**src/rtl/keypad_encoder.sv**
```systemverilog
// 4x3 keypad scanner with press/release debounce.
// Emits BCD digit + load, or start ('#') / clear ('*') pulses.
module keypad_encoder #(
  parameter int DWELL    = 4,
  parameter int DEBOUNCE = 4
) (
  input  logic       clk,
  input  logic       rst,
  input  logic [3:0] rows,
  output logic [2:0] cols,
  output logic [3:0] digit,
  output logic       load,
  output logic       start,
  output logic       clear
);

  localparam logic [1:0] ST_SCAN = 2'd0;
  localparam logic [1:0] ST_DEB  = 2'd1;
  localparam logic [1:0] ST_EMIT = 2'd2;
  localparam logic [1:0] ST_WREL = 2'd3;

  localparam int DW = $clog2(DWELL + 1);
  localparam int SW = $clog2(DEBOUNCE + 1);

  logic [1:0]    state;
  logic [3:0]    sync_q;
  logic [3:0]    rows_s;
  logic [3:0]    row_q;
  logic [DW-1:0] dwell_cnt;
  logic [SW-1:0] stab_cnt;

  logic       one_hot;
  logic [1:0] ridx;
  logic [1:0] cidx;
  logic [3:0] code;
  logic       is_num;
  logic       is_star;
  logic       is_hash;

  assign one_hot = (rows_s != 4'd0)
                && ((rows_s & (rows_s - 4'd1)) == 4'd0);

  always_comb begin
    ridx = 2'd0;
    unique case (1'b1)
      row_q[0]: ridx = 2'd0;
      row_q[1]: ridx = 2'd1;
      row_q[2]: ridx = 2'd2;
      row_q[3]: ridx = 2'd3;
      default:  ridx = 2'd0;
    endcase
  end

  always_comb begin
    cidx = 2'd0;
    unique case (1'b1)
      cols[0]: cidx = 2'd0;
      cols[1]: cidx = 2'd1;
      cols[2]: cidx = 2'd2;
      default: cidx = 2'd0;
    endcase
  end

  // Rows 0-2 are 1..9 in reading order; bottom row is *, 0, #.
  always_comb begin
    code    = 4'd0;
    is_num  = 1'b0;
    is_star = 1'b0;
    is_hash = 1'b0;
    if (ridx != 2'd3) begin
      code   = 4'(ridx) * 4'd3 + 4'(cidx) + 4'd1;
      is_num = 1'b1;
    end else begin
      unique case (cidx)
        2'd0:    is_star = 1'b1;
        2'd1:    is_num  = 1'b1;
        default: is_hash = 1'b1;
      endcase
    end
  end

  always_ff @(posedge clk) begin
    if (rst) begin
      state     <= ST_SCAN;
      sync_q    <= 4'd0;
      rows_s    <= 4'd0;
      row_q     <= 4'd0;
      cols      <= 3'b001;
      dwell_cnt <= '0;
      stab_cnt  <= '0;
      digit     <= 4'd0;
      load      <= 1'b0;
      start     <= 1'b0;
      clear     <= 1'b0;
    end else begin
      sync_q <= rows;
      rows_s <= sync_q;
      load   <= 1'b0;
      start  <= 1'b0;
      clear  <= 1'b0;
      unique case (state)
        ST_SCAN: begin
          if (dwell_cnt == DW'(DWELL - 1)) begin
            dwell_cnt <= '0;
            if (rows_s == 4'd0) begin
              cols <= {cols[1:0], cols[2]};
            end else if (one_hot) begin
              row_q    <= rows_s;
              stab_cnt <= '0;
              state    <= ST_DEB;
            end else begin
              stab_cnt <= '0;
              state    <= ST_WREL;
            end
          end else begin
            dwell_cnt <= dwell_cnt + DW'(1);
          end
        end
        ST_DEB: begin
          if (rows_s != row_q) begin
            dwell_cnt <= '0;
            state     <= ST_SCAN;
          end else if (stab_cnt == SW'(DEBOUNCE - 1)) begin
            stab_cnt <= SW'(DEBOUNCE);
            state    <= ST_EMIT;
            load     <= is_num;
            start    <= is_hash;
            clear    <= is_star;
            if (is_num) digit <= code;
          end else begin
            stab_cnt <= stab_cnt + SW'(1);
          end
        end
        ST_EMIT: begin
          stab_cnt <= '0;
          state    <= ST_WREL;
        end
        default: begin
          if (rows_s != 4'd0) begin
            stab_cnt <= '0;
          end else if (stab_cnt == SW'(DEBOUNCE - 1)) begin
            stab_cnt  <= '0;
            dwell_cnt <= '0;
            cols      <= 3'b001;
            state     <= ST_SCAN;
          end else begin
            stab_cnt <= stab_cnt + SW'(1);
          end
        end
      endcase
    end
  end

endmodule
```
**config.mk**
```make
export PLATFORM = sky130hd
export DESIGN_NAME = keypad_encoder
export DESIGN_NICKNAME = d
export VERILOG_FILES = /design/src/rtl/keypad_encoder.sv
export SDC_FILE = /design/constraint.sdc
export NUM_CORES = 1
export LEC_CHECK = 0
export BUFFER_PORTS_ARGS = -buffer_cell sky130_fd_sc_hd__buf_2
export CAP_MARGIN = 20
export CORE_UTILIZATION = 58
export CTS_BUF_LIST = sky130_fd_sc_hd__clkbuf_8
export DETAILED_ROUTE_END_ITERATION = 10
export MAX_ROUTING_LAYER = met4
export PLACE_DENSITY_LB_ADDON = 0.25
export SLEW_MARGIN = 30
export SYNTH_ARGS = -nofsm -noshare
export SYNTH_HDL_FRONTEND = slang
export SYNTH_SLANG_ARGS = --single-unit
export TNS_END_PERCENT = 100
```
**constraint.sdc**
```tcl
create_clock -name clk -period 4.4 [get_ports clk]
set_input_delay 0.44 -clock clk [delete_from_list [all_inputs] [get_ports clk]]
set_output_delay 0.44 -clock clk [all_outputs]
set_load 0.05 [all_outputs]
```
==> flow_summary.yaml <==
outcome:
  status: "completed"
clock_tree:
  post_cts_resize_count: 0
  postCtsHoldBufs: 0
  cts_root_buffer: "sky130_fd_sc_hd__clkbuf_8"
  cts-buffers-inserted: 5
  worst_setup_hold_path_clk_slew_ns: 0.07
  clock_sinks: 30
  post_cts.repair.setup_buffers: 0
  clock_insertion_delay_worst_skew_ns: 0.28
  cts_max_level: 2
  cts_tree: "done"
  max-clock-path-buffers: 2
yosys:
  synth_top_area_share: 0.3883
  synth_enable_flop_cells: 0
  synth_area_um2: 1546
  ys_seq_elements: 30
  register_area_share_after_synthesis: 0.3883
  yosys_warnings: 0
  async_reset_ff_frac: 0
  synth_area_leaders: "sky130_fd_sc_hd__dfxtp_1 (39%), sky130_fd_sc_hd__ha_1 (9.7%), sky130_fd_sc_hd__mux2i_1 (5.2%)"
  synthesis.instances: 164
  synth-main-ff-cell: "sky130_fd_sc_hd__dfxtp_1"
  synth.distinct_cells: 41
  mean_instance_size_in_the_synthesized_netlist_um2: 9.430
  mappedNetlistNets: 184
  library_cell_with_the_largest_summed_area_after_synthesis: "sky130_fd_sc_hd__dfxtp_1"
timing:
  period_needed_ns: 2.286
  fmax_mhz: 437.5
  max-slew-margin-rel: 0.5919
  transition_time_at_the_pin_with_the_least_slew_margin_ns: 0.6070
  timing.final.max_slew_violations: 0
  holdWs_ns: 0.3710
  setup_viol: 0
  hold_violations: 0
  clock_skew_ns: 0.01058
  min_period_over_period: 0.5194
  rsz_0062_raised_after_global_routing: "no"
  tns_ns: 0
pwr:
  comb_power_share: 0.170
  power.switching_fraction: 0.2490
  switching_power_w: 0.0001949
  static_leak_nw: 0.7620
  post_layout_power_w: 0.0007827
  internal-power_w: 0.0005878
  share_seq_of_total_power: 0.391
  pwr_density_nw_per_um2: 440.8
  vdd_ir_drop_max_mv: 0.3233
  power_frac_clock: 0.438
drt:
  routed_via_density: 5.686
  wl_per_cell_um: 13.61
  route.vias.total: 1194
  routed_wirelength_um: 2859
  drt_drc_violations_left: 0
  drt_iter0_markers: 34
  postRouteAntennaNets: 0
  firstDrtPassIters: 6
finish:
  finish.net_count: 199
  post_route_cells_drive_above_1_share: 0.1722
  n_antenna_cell: 0
  number_of_fillers_in_the_final_layout: 190
  area_grow_syn2layout_pct: 14.81
worst_hold_path:
  worstHoldPathType: "in2reg"
worst_setup_path:
  cp_top_family: "adder cells"
  worst_ep_arrival_time_ns: 2.49
  cp-end-kind: "register"
  critPathSlowestCell: "sky130_fd_sc_hd__fa_1"
  crit_path_max_incr_delay_ns: 0.56
  timing.critical_path.required_ns: 4.61
  crit_path_cell_trace: "or2_2 > fa_1 > inv_1 > fa_1 > or3_1 > a21oi_1"
  setup.worst_path.start_class: "register"
  critPathMaxFanout: 4
  critPathKind: "reg2reg"
  worst-path-buf-inv: 1
  crit_top_cell: "sky130_fd_sc_hd__fa_1"
job:
  cap_violations: 0
grt:
  globalRoute.totalOverflow: 0
  first_global_vias: 1058
  grt_antenna_before_repair: 0
  global_route.usage.total: 0.2249
  grt_pass1_wl_um: 4416
  grt_start_max_net_pins: 33
die:
  die_w_um: 53.64
  design.core.area_um2: 2500
  chipHeight_um: 53.64
  rows: 18
  die_area_um2: 2877
  num_io_pins: 16
  initial_utilization: 0.6186
placed_design:
  place_congestion: 0.8622
  placement.io_buffers: 15
  hpwlAfterDp_um: 2029
## per-stage QoR
| step | setup WS [ns] | instances | area [µm²] | util |
|---|---|---|---|---|
| 2_1_floorplan | 2.138 | 164 | 1546 | - |
| 3_3_place_gp | 2.160 | 202 | 1633 | 0.6532 |
| 3_5_place_dp | 2.108 | 202 | 1633 | 0.6532 |
| 4_1_cts | 2.094 | 210 | 1775 | 0.7102 |
| 5_1_grt | 1.981 | 210 | 1775 | 0.7102 |
| 6_report | 2.114 | 210 | 1775 | 0.7102 |
## cell usage in the layout, fill, tap and decap left out, types with 3 or more instances in the layout
| cell type | n |
|---|---|
| sky130_fd_sc_hd__nand3_1 | 3 |
| sky130_fd_sc_hd__nor2b_1 | 9 |
| sky130_fd_sc_hd__mux2i_1 | 8 |
| sky130_fd_sc_hd__a21oi_1 | 8 |
| sky130_fd_sc_hd__o21ai_0 | 3 |
| sky130_fd_sc_hd__o31ai_1 | 4 |
| sky130_fd_sc_hd__buf_2 | 15 |
| sky130_fd_sc_hd__inv_1 | 13 |
| sky130_fd_sc_hd__ha_1 | 12 |
| sky130_fd_sc_hd__nor2_1 | 16 |
| sky130_fd_sc_hd__nand2b_1 | 4 |
| sky130_fd_sc_hd__nor3_1 | 3 |
| sky130_fd_sc_hd__dfxtp_1 | 30 |
| sky130_fd_sc_hd__xor2_1 | 6 |
| sky130_fd_sc_hd__nand2_1 | 5 |
| sky130_fd_sc_hd__clkbuf_8 | 6 |
| sky130_fd_sc_hd__nand3b_1 | 3 |
## cells in the mapped netlist (4+ instances only)
master,instances
sky130_fd_sc_hd__ha_1,12
sky130_fd_sc_hd__dfxtp_1,30
sky130_fd_sc_hd__nand2_1,5
sky130_fd_sc_hd__nand2b_1,4
sky130_fd_sc_hd__mux2i_1,8
sky130_fd_sc_hd__inv_1,13
sky130_fd_sc_hd__nor2b_1,9
sky130_fd_sc_hd__a21oi_1,8
sky130_fd_sc_hd__nor2_1,16
sky130_fd_sc_hd__clkbuf_1,7
sky130_fd_sc_hd__xor2_1,6
sky130_fd_sc_hd__o31ai_1,4
## cell type report
class                   count  area, µm²  share of cell area
multi-input cells         114      870.8              0.4905
flip-flops and latches     30      600.6              0.3383
clock buffers               6      82.58             0.04651
repair buffers             15      75.07             0.04228
clock inverters             2      60.06             0.03383
inverters                  13      48.80             0.02748
well taps                  30      37.54             0.02114
## worst paths after layout
kind	startpoint	endpoint	slack, ns	cells past startpoint
setup / recovery	row_q[3]	digit[1]	2.11	6
hold / removal	rows[3]	sync_q[3]	0.37	2
setup reg to reg	row_q[3]	digit[1]	2.11	6
hold reg to reg	sync_q[0]	rows_s[0]	0.43	1
## flip-flops by register name (all words and copies together) (netlist names)
signal and flops:
digit 4, row_q 4, rows_s 4, sync_q 4
cols 3, dwell_cnt 3, stab_cnt 3, state 2
clear 1, load 1, start 1
## per-layer routing
metal	GRT usage	wire (µm)	part of all wire
met1	0.2470	1258	0.44
met2	0.3708	1432	0.50
met3	0.08757	137	0.048
met4	0.07456	31	0.011
met5	-	0	0
## cells by family (layout without fill, tap and decap cells)
| kind of cell | Yosys count | after routing | share of synthesized area |
|---|---|---|---|
| AOI/OAI and AO/OA | 27 | 27 | 0.1206 |
| xor gates and xnor gates | 6 | 6 | 0.03398 |
| adders and majority gates | 14 | 14 | 0.1230 |
| buffers and inverters | 20 | 36 | 0.04855 |
| DFF | 30 | 30 | 0.3884 |
| muxes | 8 | 8 | 0.05178 |
| and+or+nand+nor | 59 | 59 | 0.2338 |
## power groups by stage
stage          clock network, W  logic [W]  registers, W
6_report               0.000343   0.000133      0.000306
3_3_place_gp                  0   0.000125      0.000311
5_1_grt                0.000360   0.000147      0.000309
2_1_floorplan                 0  0.0000991      0.000317
4_1_cts                0.000346   0.000133      0.000306
3_5_place_dp                  0   0.000131      0.000312
(Power assumes the default switching activity.)
